## config.mk

```make
export PLATFORM = sky130hd
export DESIGN_NAME = cpu_run_ctrl
export DESIGN_NICKNAME = d
export VERILOG_FILES = /design/src/rtl/cpu_run_ctrl.sv
export SDC_FILE = /design/constraint.sdc
export NUM_CORES = 1
export LEC_CHECK = 0
export CORE_AREA = 5 5 118 92
export DETAILED_ROUTE_END_ITERATION = 10
export DIE_AREA = 0 0 123 97
export GPL_TIMING_DRIVEN = 0
export HOLD_SLACK_MARGIN = 0.15
export PLACE_DENSITY = 0.89
export SETUP_SLACK_MARGIN = 0.15
export SYNTH_ARGS = -nofsm -noshare
export SYNTH_HDL_FRONTEND = slang
export SYNTH_SLANG_ARGS = --single-unit
```

## constraint.sdc

```tcl
create_clock -name clk -period 2.8 [get_ports clk]
set_clock_uncertainty 0.15 [all_clocks]
set_input_delay 0.56 -clock clk [delete_from_list [all_inputs] [get_ports clk]]
set_output_delay 0.56 -clock clk [all_outputs]
set_load 0.02 [all_outputs]
```

## src/rtl/cpu_run_ctrl.sv

```systemverilog
// cpu_run_ctrl: run/step/burst controller for a CPU core with PC breakpoints.
// Selects whether the CPU may advance (cpu_en), counts the instructions it
// retires while enabled, and stops it on request, on step/burst completion,
// or when the PC of the next instruction hits an enabled breakpoint slot.
//
// Request semantics: runCPU, step_req, burst_req and halt_req are level
// samples taken on each rising clk edge. There is no acknowledge. A request
// takes effect at the edge that samples it. It is ignored if it does not
// apply to the current state, so the requester may simply hold it for one
// cycle. instr_done and pc come from the CPU and are qualified only by
// instr_done.
module cpu_run_ctrl #(
    parameter int PC_W   = 32,
    parameter int CNT_W  = 16,
    parameter int NUM_BP = 2,
    localparam int IDX_W = (NUM_BP > 1) ? $clog2(NUM_BP) : 1
) (
    input  logic             clk,
    input  logic             reset,
    input  logic             runCPU,
    input  logic             step_req,
    input  logic             burst_req,
    input  logic [CNT_W-1:0] cnt_val,
    input  logic             halt_req,
    input  logic             instr_done,
    input  logic [PC_W-1:0]  pc,
    input  logic             bp_wr,
    input  logic [IDX_W-1:0] bp_idx,
    input  logic [PC_W-1:0]  bp_addr,
    input  logic             bp_en,
    output logic             cpu_en,
    output logic [1:0]       state,
    output logic             halted_bp,
    output logic [IDX_W-1:0] bp_hit_idx,
    output logic [CNT_W-1:0] retired
);

    typedef enum logic [1:0] {
        ST_HALT  = 2'd0,
        ST_RUN   = 2'd1,
        ST_STEP  = 2'd2,
        ST_BURST = 2'd3
    } run_state_e;

    run_state_e       state_q, state_d;
    logic             halted_bp_q, halted_bp_d;
    logic [IDX_W-1:0] bp_hit_idx_q, bp_hit_idx_d;
    logic [CNT_W-1:0] retired_q, retired_d;
    logic [CNT_W-1:0] remaining_q, remaining_d;

    logic             bp_en_q   [NUM_BP];
    logic             bp_en_d   [NUM_BP];
    logic [PC_W-1:0]  bp_addr_q [NUM_BP];
    logic [PC_W-1:0]  bp_addr_d [NUM_BP];

    logic             bp_match;
    logic [IDX_W-1:0] bp_match_idx;
    logic             burst_last;

    // Breakpoint compare against the current slot contents. The loop runs
    // downward so the lowest matching slot is the one left in bp_match_idx.
    // instr_done is not folded in here; the FSM qualifies it.
    always_comb begin
        bp_match     = 1'b0;
        bp_match_idx = '0;
        for (int i = NUM_BP - 1; i >= 0; i--) begin
            if (bp_en_q[i] && (bp_addr_q[i] == pc)) begin
                bp_match     = 1'b1;
                bp_match_idx = IDX_W'(i);
            end
        end
    end

    // Breakpoint slot writes. Writes to slots past NUM_BP match no index and
    // are dropped. A new value takes effect once it is registered, which is
    // from the following cycle.
    always_comb begin
        bp_en_d   = bp_en_q;
        bp_addr_d = bp_addr_q;
        for (int i = 0; i < NUM_BP; i++) begin
            if (bp_wr && (int'(bp_idx) == i)) begin
                bp_en_d[i]   = bp_en;
                bp_addr_d[i] = bp_addr;
            end
        end
    end

    assign burst_last = (remaining_q == CNT_W'(1));

    // Run-control FSM next state plus the registered status it maintains.
    always_comb begin
        state_d      = state_q;
        halted_bp_d  = halted_bp_q;
        bp_hit_idx_d = bp_hit_idx_q;
        remaining_d  = remaining_q;
        retired_d    = retired_q;

        // Count every retirement while the CPU is enabled. This includes
        // the one that ends a step, a burst or a run on halt_req.
        if ((state_q != ST_HALT) && instr_done) begin
            retired_d = retired_q + CNT_W'(1);
        end

        case (state_q)
            ST_HALT: begin
                if (runCPU) begin
                    state_d     = ST_RUN;
                    halted_bp_d = 1'b0;
                end else if (step_req) begin
                    state_d     = ST_STEP;
                    halted_bp_d = 1'b0;
                end else if (burst_req && (cnt_val != '0)) begin
                    state_d     = ST_BURST;
                    halted_bp_d = 1'b0;
                    remaining_d = cnt_val;
                end
            end

            ST_STEP: begin
                // Breakpoints do not apply here: a step always retires its
                // one instruction.
                if (halt_req || instr_done) begin
                    state_d = ST_HALT;
                end
            end

            ST_RUN: begin
                if (halt_req) begin
                    state_d = ST_HALT;
                end else if (instr_done && bp_match) begin
                    state_d      = ST_HALT;
                    halted_bp_d  = 1'b1;
                    bp_hit_idx_d = bp_match_idx;
                end
            end

            ST_BURST: begin
                if (halt_req) begin
                    state_d = ST_HALT;
                end else if (instr_done) begin
                    remaining_d = remaining_q - CNT_W'(1);
                    // A breakpoint on the last burst instruction still
                    // reports as a breakpoint halt. It is one halt, not two.
                    if (bp_match) begin
                        state_d      = ST_HALT;
                        halted_bp_d  = 1'b1;
                        bp_hit_idx_d = bp_match_idx;
                    end else if (burst_last) begin
                        state_d = ST_HALT;
                    end
                end
            end

            default: begin
                state_d = ST_HALT;
            end
        endcase
    end

    // State registers. Reset clears everything, including a burst in
    // progress, and masks all requests and slot writes while it is held.
    always_ff @(posedge clk) begin
        if (!reset) begin
            state_q      <= ST_HALT;
            halted_bp_q  <= 1'b0;
            bp_hit_idx_q <= '0;
            retired_q    <= '0;
            remaining_q  <= '0;
            for (int i = 0; i < NUM_BP; i++) begin
                bp_en_q[i]   <= 1'b0;
                bp_addr_q[i] <= '0;
            end
        end else begin
            state_q      <= state_d;
            halted_bp_q  <= halted_bp_d;
            bp_hit_idx_q <= bp_hit_idx_d;
            retired_q    <= retired_d;
            remaining_q  <= remaining_d;
            bp_en_q      <= bp_en_d;
            bp_addr_q    <= bp_addr_d;
        end
    end

    assign cpu_en     = (state_q != ST_HALT);
    assign state      = state_q;
    assign halted_bp  = halted_bp_q;
    assign bp_hit_idx = bp_hit_idx_q;
    assign retired    = retired_q;

endmodule

```

==> qor.yml, run 1 <==
place:
  place.port_buffers: 109
  pre_cts_ws_ns: -0.182
  dp.final_hpwl_um: 11600
  dpl-instance-area_um2: 6410
  gp_congestion: 0.901
  place_inst: 877
timing:
  min_period_over_period: 0.907
  drv_slew: 0
  final-setup-viol-count: 0
  min_period_ns: 2.54
  grt_setup_unrepaired: "true"
  tns_ns: 0
  relSlewSlack: 0.626
  hold_violations: 0
  fmax_mhz: 394
  worst_pin_slew_ns: 0.561
  setup_slack_ns: 0.260
worst_hold_path:
  holdPathEnd: "bp_addr_q[58]$_SDFFE_PN0P_"
  worstHoldStart: "bp_addr_q[58]$_SDFFE_PN0P_"
  hold_depth: 2
  min_path_type: "reg2reg"
global_route:
  grt_usage: 0.256
  grt_first_pass_wirelength_um: 24200
  grt_start_max_net_pins: 18
  grt-ovfl-total: 0
  grt_pass1_vias: 4902
  antenna_found_initial: 0
clocking:
  root_buffer: "clkbuf_16"
  cts_tree: "done"
  h-tree-depth: 3
  cts_sinks: 102
  clockBufferDepth: 2
  cts_buffers: 9
  hold_buffers: 0
  clock_latency_ns: 0.35
  clkTransAtPathRegs_ns: 0.06
logic_synthesis:
  synth_top_family_by_area: "simple AND/OR/NAND/NOR gates"
  ys.flop_type: "dfxtp_1"
  yosysWarnings: 0
  ys_ff_latch: 102
  synth_area_um2: 5150
  yosys.area.top_type: "dfxtp_1"
  synth_compound_gate_area_share: 0.170
  synth-simple-area-share: 0.260
  synth_mux_area_frac: 0.00583
  syn_inst: 636
  synth_cell_types: 45
  ys_async_sr_fraction: 0
  synth_edf_count: 0
  syn-mean-instance-area_um2: 8.10
  synth_nets: 729
  yosysSeqAreaShare: 0.397
  synthAdderAreaFrac: 0.00729
  synthXorXnorAreaFrac: 0.131
  synth.area.top_cells: "dfxtp_1 40%, nand2_1 11%, a21boi_0 9.6%, xnor2_1 7.0%, xor2_1 6.1%"
  yosys.area.top_type_share: 0.397
layout:
  regArea_um2: 2040
  multiInputGateArea_um2: 2970
  drive_gt1_frac: 0.0459
  final_core_util: 0.707
  finalNonFillerCells: 895
  fin_area_um2: 6720
  fin_nets: 851
  diodes: 0
  area_delta_synth_final_pct: 30.4
  n_fill_cell: 778
drt:
  routed_wl_um: 15200
  vias: 4993
  routedWlPerCell_um: 17.0
  vias_per_cell: 5.58
  ant_nets: 0
  drtIter0Drc: 399
  dr.pass1.iters: 5
  drc: 0
setup_path:
  worstPathCellList: "buf_4 > nor2_1 > inv_1 > clkdlybuf4s50_1"
  worstReg2RegEnd: "remaining_q[9]$_SDFFE_PN0P_"
  rrSetupSlack_ns: 0.72
  crit_fanout: 7
  slowest_delay_ns: 0.55
  rr_startpoint: "remaining_q[2]$_SDFFE_PN0P_"
  worst-endpoint-required_ns: 2.09
  ff2ff_path_depth: 7
  worstSetupPathType: "reg2out"
  startpoint_type: "flop"
  cp-end-kind: "output pin"
  crit_arrival_ns: 1.83
  slowest_stage: "clkdlybuf4s50_1"
die:
  die_x_um: 123
  io_pins: 111
  design.die.area_um2: 11900
  row_count: 31
  start_util: 0.542
  die_h_um: 97
  core_um2: 9500
power_and_ir_drop:
  power.density_nw_per_um2: 549
  power_frac_comb: 0.243
  p_int_mw: 2.55
  sw_frac_of_total: 0.308
  netSwitchingPower_mw: 1.14
  clockPowerShare: 0.319
  p_seq_frac: 0.437
  p_leak_nw: 2.47
  peakVddDrop_mv: 0.310
status:
  outcome: "complete, no violations"
flow_run:
  cap_violations: 0
-- per-layer routing --
metal / vias up / global-route usage / share of wire
li1: 2378 / - / -
met1: 2339 / 0.349 / 0.43
met2: 245 / 0.402 / 0.45
met3: 31 / 0.0618 / 0.094
met4: 0 / 0.0706 / 0.021
met5: - / 0 / 0
-- stage by stage --
| stage | power, mW | hold slack [ns] |
|---|---|---|
| 6_report | 3.68 | 0.323 |
| 5_1_grt | 3.84 | 0.352 |
| 4_1_cts | 3.67 | 0.328 |
| 2_1_floorplan | 2.14 | 0.289 |
| 3_3_place_gp | 2.49 | 0.308 |
| 3_5_place_dp | 2.51 | 0.319 |
-- worst max path at each step --
stage | start | endpoint | slack (ns) | depth (start not counted)
final | state[1]$_SDFFE_PN0P_ | cpu_en | 0.26 | 4
after global routing | cnt_val[3] | remaining_q[9]$_SDFFE_PN0P_ | 0.14 | 8
after CTS | cnt_val[3] | remaining_q[9]$_SDFFE_PN0P_ | 0.17 | 8
after detailed placement | cnt_val[3] | remaining_q[15]$_SDFFE_PN0P_ | -0.18 | 7
after global placement | cnt_val[3] | remaining_q[15]$_SDFFE_PN0P_ | -0.19 | 7
after floorplan | cnt_val[11] | remaining_q[15]$_SDFFE_PN0P_ | 0.82 | 6
-- final cells by class --
cell class	count	share of cell area
clock buffers	10	0.0341
flip-flops and latches	102	0.304
multi-input cells	495	0.442
plain buffers	35	0.0209
clock inverters	6	0.00708
well taps	132	0.0246
repair buffers	111	0.165
inverters	4	0.00224
-- worst max-delay path: cells and delay by family, from the launching register on --
kind / cells / cell delay (ns)
buffers and inverters: 3 / 0.81
and+or+nand+nor: 1 / 0.33
DFF: 1 / 0.34
-- registers in the layout, indices dropped and copies added (netlist names) --
| name | count |
|---|---|
| state | 2 |
| retired | 16 |
| remaining_q | 16 |
| bp_addr_q | 64 |
| halted_bp | 1 |
| bp_en_q | 2 |
| bp_hit_idx | 1 |
-- cell families (layout without fill, tap and decap cells) --
family | Yosys count | in the layout
xor gates and xnor gates | 77 | 77
buffers and inverters | 39 | 166
DFF | 102 | 102
adders and majority gates | 3 | 3
and+or+nand+nor | 282 | 282
muxes | 3 | 3
AOI/OAI and AO/OA | 130 | 130
-- cells in the mapped netlist (4+ instances only) --
master    count
nor4_1       19
xnor2_1      41
and2_1       32
clkbuf_1     29
dfxtp_1     102
a21boi_0     66
nand2_1     150
nor2b_1       6
nor3_1        6
o21ai_0      30
nand4_1      14
xor2_1       36
nor2_1       30
buf_2         4
inv_1         4
a21oi_1      19
nand3_1       5
-- power groups by stage --
stage / Clock [mW] / Combinational (mW) / Sequential [mW]
floorplan: 0 / 0.498 / 1.64
global placement: 0 / 0.851 / 1.64
detailed placement: 0 / 0.871 / 1.64
CTS: 1.18 / 0.879 / 1.61
global route: 1.25 / 0.971 / 1.62
finish: 1.18 / 0.897 / 1.61
-- cells in the final DEF (no fill, tap or decap), types with 3 or more instances in the layout --
cell and count:
and3_1 3, nor2_1 30, clkdlybuf4s50_1 109, xnor2_1 41
and2_1 32, clkbuf_1 30, nand4_1 14, ha_1 3
nor4_1 16, nor4_2 5, xor2_1 36, dfxtp_1 102
nand2b_1 3, a21oi_1 19, buf_2 4, mux2i_1 3
inv_1 4, buf_4 3, a22oi_1 3, nand3_1 5
o21ai_0 30, nand2_1 150, clkbuf_16 9, a21boi_0 66
nor3_1 6, nor2b_1 6, clkinv_4 3
-- timing repair --
action                                  in CTS  in global routing
buffers inserted                             0                  2
endpoints found under the setup margin       0                 19
gates resized for setup                      0                  3
No activity file was read; power rests on OpenSTA's default activity.
==> run 2, diff against run 1 <==
CAP_MARGIN = 15   (was not set)
==> results of run 2 <==
Final layout, timing and power as in run 1 (identical DEF).
==> run 3, diff against run 2 <==
PLACE_DENSITY = 0.85   (was 0.89)
==> qor.yml, run 3 (synthesis gave the netlist of run 1 again) <==
power_and_ir_drop:
  power_mw: 3.71  # was 3.68 mW
  power.density_nw_per_um2: 553  # was 549 nW/um^2
  netSwitchingPower_mw: 1.16  # was 1.14 mW
  p_leak_nw: 2.46  # was 2.47 nW
  peakVddDrop_mv: 0.365  # was 0.310 mV
  p_int_mw: 2.55  # about the same
  power_frac_comb: 0.245  # was 0.243
  sw_frac_of_total: 0.313  # was 0.308
  clockPowerShare: 0.321  # was 0.319
  p_seq_frac: 0.433  # was 0.437
global_route:
  antenna_found_initial: 0  # unchanged
  grt_pass1_vias: 4994  # was 4902
  grt_first_pass_wirelength_um: 25100  # was 24200 um
  grt_start_max_net_pins: 18  # unchanged
  grt-ovfl-total: 0  # unchanged
  grt_usage: 0.264  # was 0.256
die:
  die_x_um: 123  # unchanged
  core_um2: 9500  # unchanged
  die_h_um: 97  # unchanged
  design.die.area_um2: 11900  # unchanged
  row_count: 31  # unchanged
  start_util: 0.542  # unchanged
  io_pins: 111  # unchanged
layout:
  multiInputGateArea_um2: 2970  # unchanged
  largest_register_ffs: 64  # unchanged
  finalNonFillerCells: 894  # was 895
  area_delta_synth_final_pct: 30.2  # was 30.4%
  final_common_cell: "nand2_1"  # unchanged
  fin_nets: 850  # was 851
  n_fill_cell: 794  # was 778
  regArea_um2: 2040  # unchanged
  largest-register: "bp_addr_q"  # unchanged
  final_cell_mix: "150 x nand2_1, 109 x clkdlybuf4s50_1, 102 x dfxtp_1"  # unchanged
  fin_area_um2: 6710  # was 6720 um^2
  diodes: 0  # unchanged
  drive_gt1_frac: 0.0446  # was 0.0459
timing:
  grt_setup_unrepaired: "false"  # was true
  min_period_over_period: 0.899  # was 0.907
  min_period_ns: 2.52  # was 2.54 ns
  worst_pin_slew_ns: 0.633  # was 0.561 ns
  relSlewSlack: 0.575  # was 0.626
  fmax_mhz: 397  # was 394 MHz
  final-setup-viol-count: 0  # unchanged
  hold_violations: 0  # unchanged
  holdWs_ns: 0.326  # was 0.323 ns
  drv_slew: 0  # unchanged
clocking:
  cts_buffers: 9  # unchanged
  clkTransAtPathRegs_ns: 0.07  # was 0.06 ns
  cts_sinks: 102  # unchanged
  h-tree-depth: 3  # unchanged
  root_buffer: "clkbuf_16"  # unchanged
  cts_tree: "done"  # unchanged
  clockBufferDepth: 2  # unchanged
  hold_buffers: 0  # unchanged
  clock_latency_ns: 0.35  # about the same
setup_path:
  startpoint_type: "flop"  # unchanged
  worst-endpoint-required_ns: 2.09  # about the same
  crit_arrival_ns: 1.81  # was 1.83 ns
  cp-end-kind: "output pin"  # unchanged
  crit_fanout: 7  # unchanged
  worstSetupPathType: "reg2out"  # unchanged
place:
  gp_congestion: 0.926  # was 0.901
  dp.final_hpwl_um: 11900  # was 11600 um
  place_inst: 877  # unchanged
  place.port_buffers: 109  # unchanged
  dpl-instance-area_um2: 6410  # unchanged
drt:
  vias_per_cell: 5.61  # was 5.58
  routedWlPerCell_um: 17.5  # was 17.0 um
  drtIter0Drc: 463  # was 399
  drc: 0  # unchanged
  vias: 5012  # was 4993
  ant_nets: 0  # unchanged
  dr.pass1.iters: 5  # unchanged
  routed_wl_um: 15700  # was 15200 um
status:
  outcome: "complete, no violations"  # unchanged
flow_run:
  cap_violations: 0  # unchanged
worst_hold_path:
  min_path_type: "reg2reg"  # unchanged
==> run 3: changes by cell type in the layout (fill, tap and decap cells not counted), sizes merged <==
cell	before	now
clkinv	4	3
buf	8	7
inv	5	6
==> run 3: cell type report <==
type | instances | area share
tap | 132 | 0.0246
buffer | 35 | 0.0209
sequential | 102 | 0.304
multi-input combinational | 495 | 0.443
clock inverter | 6 | 0.00690
clock buffer | 10 | 0.0341
inverter | 4 | 0.00224
timing repair buffer | 110 | 0.164
==> run 3: repair_timing <==
item | in CTS | in global routing
setup endpoints to repair | 0 | 18
resized for setup | 0 | 3
hold endpoints to repair | 0 | 0
buffers inserted | 0 | 1
==> run 3: through the flow <==
stage	worst slack, ns	util	setup TNS (ns)
floorplan	0.824	-	0
global placement	-0.109	0.674	-1.25
detailed placement	-0.145	0.674	-1.77
CTS	0.190	0.703	0
global route	0.155	0.706	0
finish	0.282	0.706	0
==> run 3: power by group through the flow <==
| stage | registers (mW) | logic, mW | clock network [mW] |
|---|---|---|---|
| after floorplan | 1.64 | 0.498 | 0 |
| after global placement | 1.63 | 0.860 | 0 |
| after detailed placement | 1.64 | 0.880 | 0 |
| after CTS | 1.61 | 0.891 | 1.19 |
| after global routing | 1.62 | 0.989 | 1.26 |
| final | 1.61 | 0.911 | 1.19 |
==> run 3: worst paths after layout <==
path	startpoint	endpoint	slack (ns)	cells after the start
setup / recovery	state[1]$_SDFFE_PN0P_	cpu_en	0.28	4
hold / removal	bp_en_q[0]$_SDFFE_PN0P_	bp_en_q[0]$_SDFFE_PN0P_	0.33	2
setup reg to reg	remaining_q[2]$_SDFFE_PN0P_	remaining_q[15]$_SDFFE_PN0P_	0.61	7
hold reg to reg	bp_en_q[0]$_SDFFE_PN0P_	bp_en_q[0]$_SDFFE_PN0P_	0.33	2
==> run 3: layer usage <==
metal  routed length, um  vias up  GRT usage
met3                1300       36     0.0711
met1                6950     2376      0.356
met4                 314        0     0.0698
li1                    -     2380          -
met5                   0        -          0
met2                7120      220      0.416
==> run 3: critical path, cell delays in order, from the launching register on <==
cell and delay [ns]:
dfxtp_1 0.32, buf_4 0.16, nor2_1 0.34, inv_1 0.08, clkdlybuf4s50_1 0.56
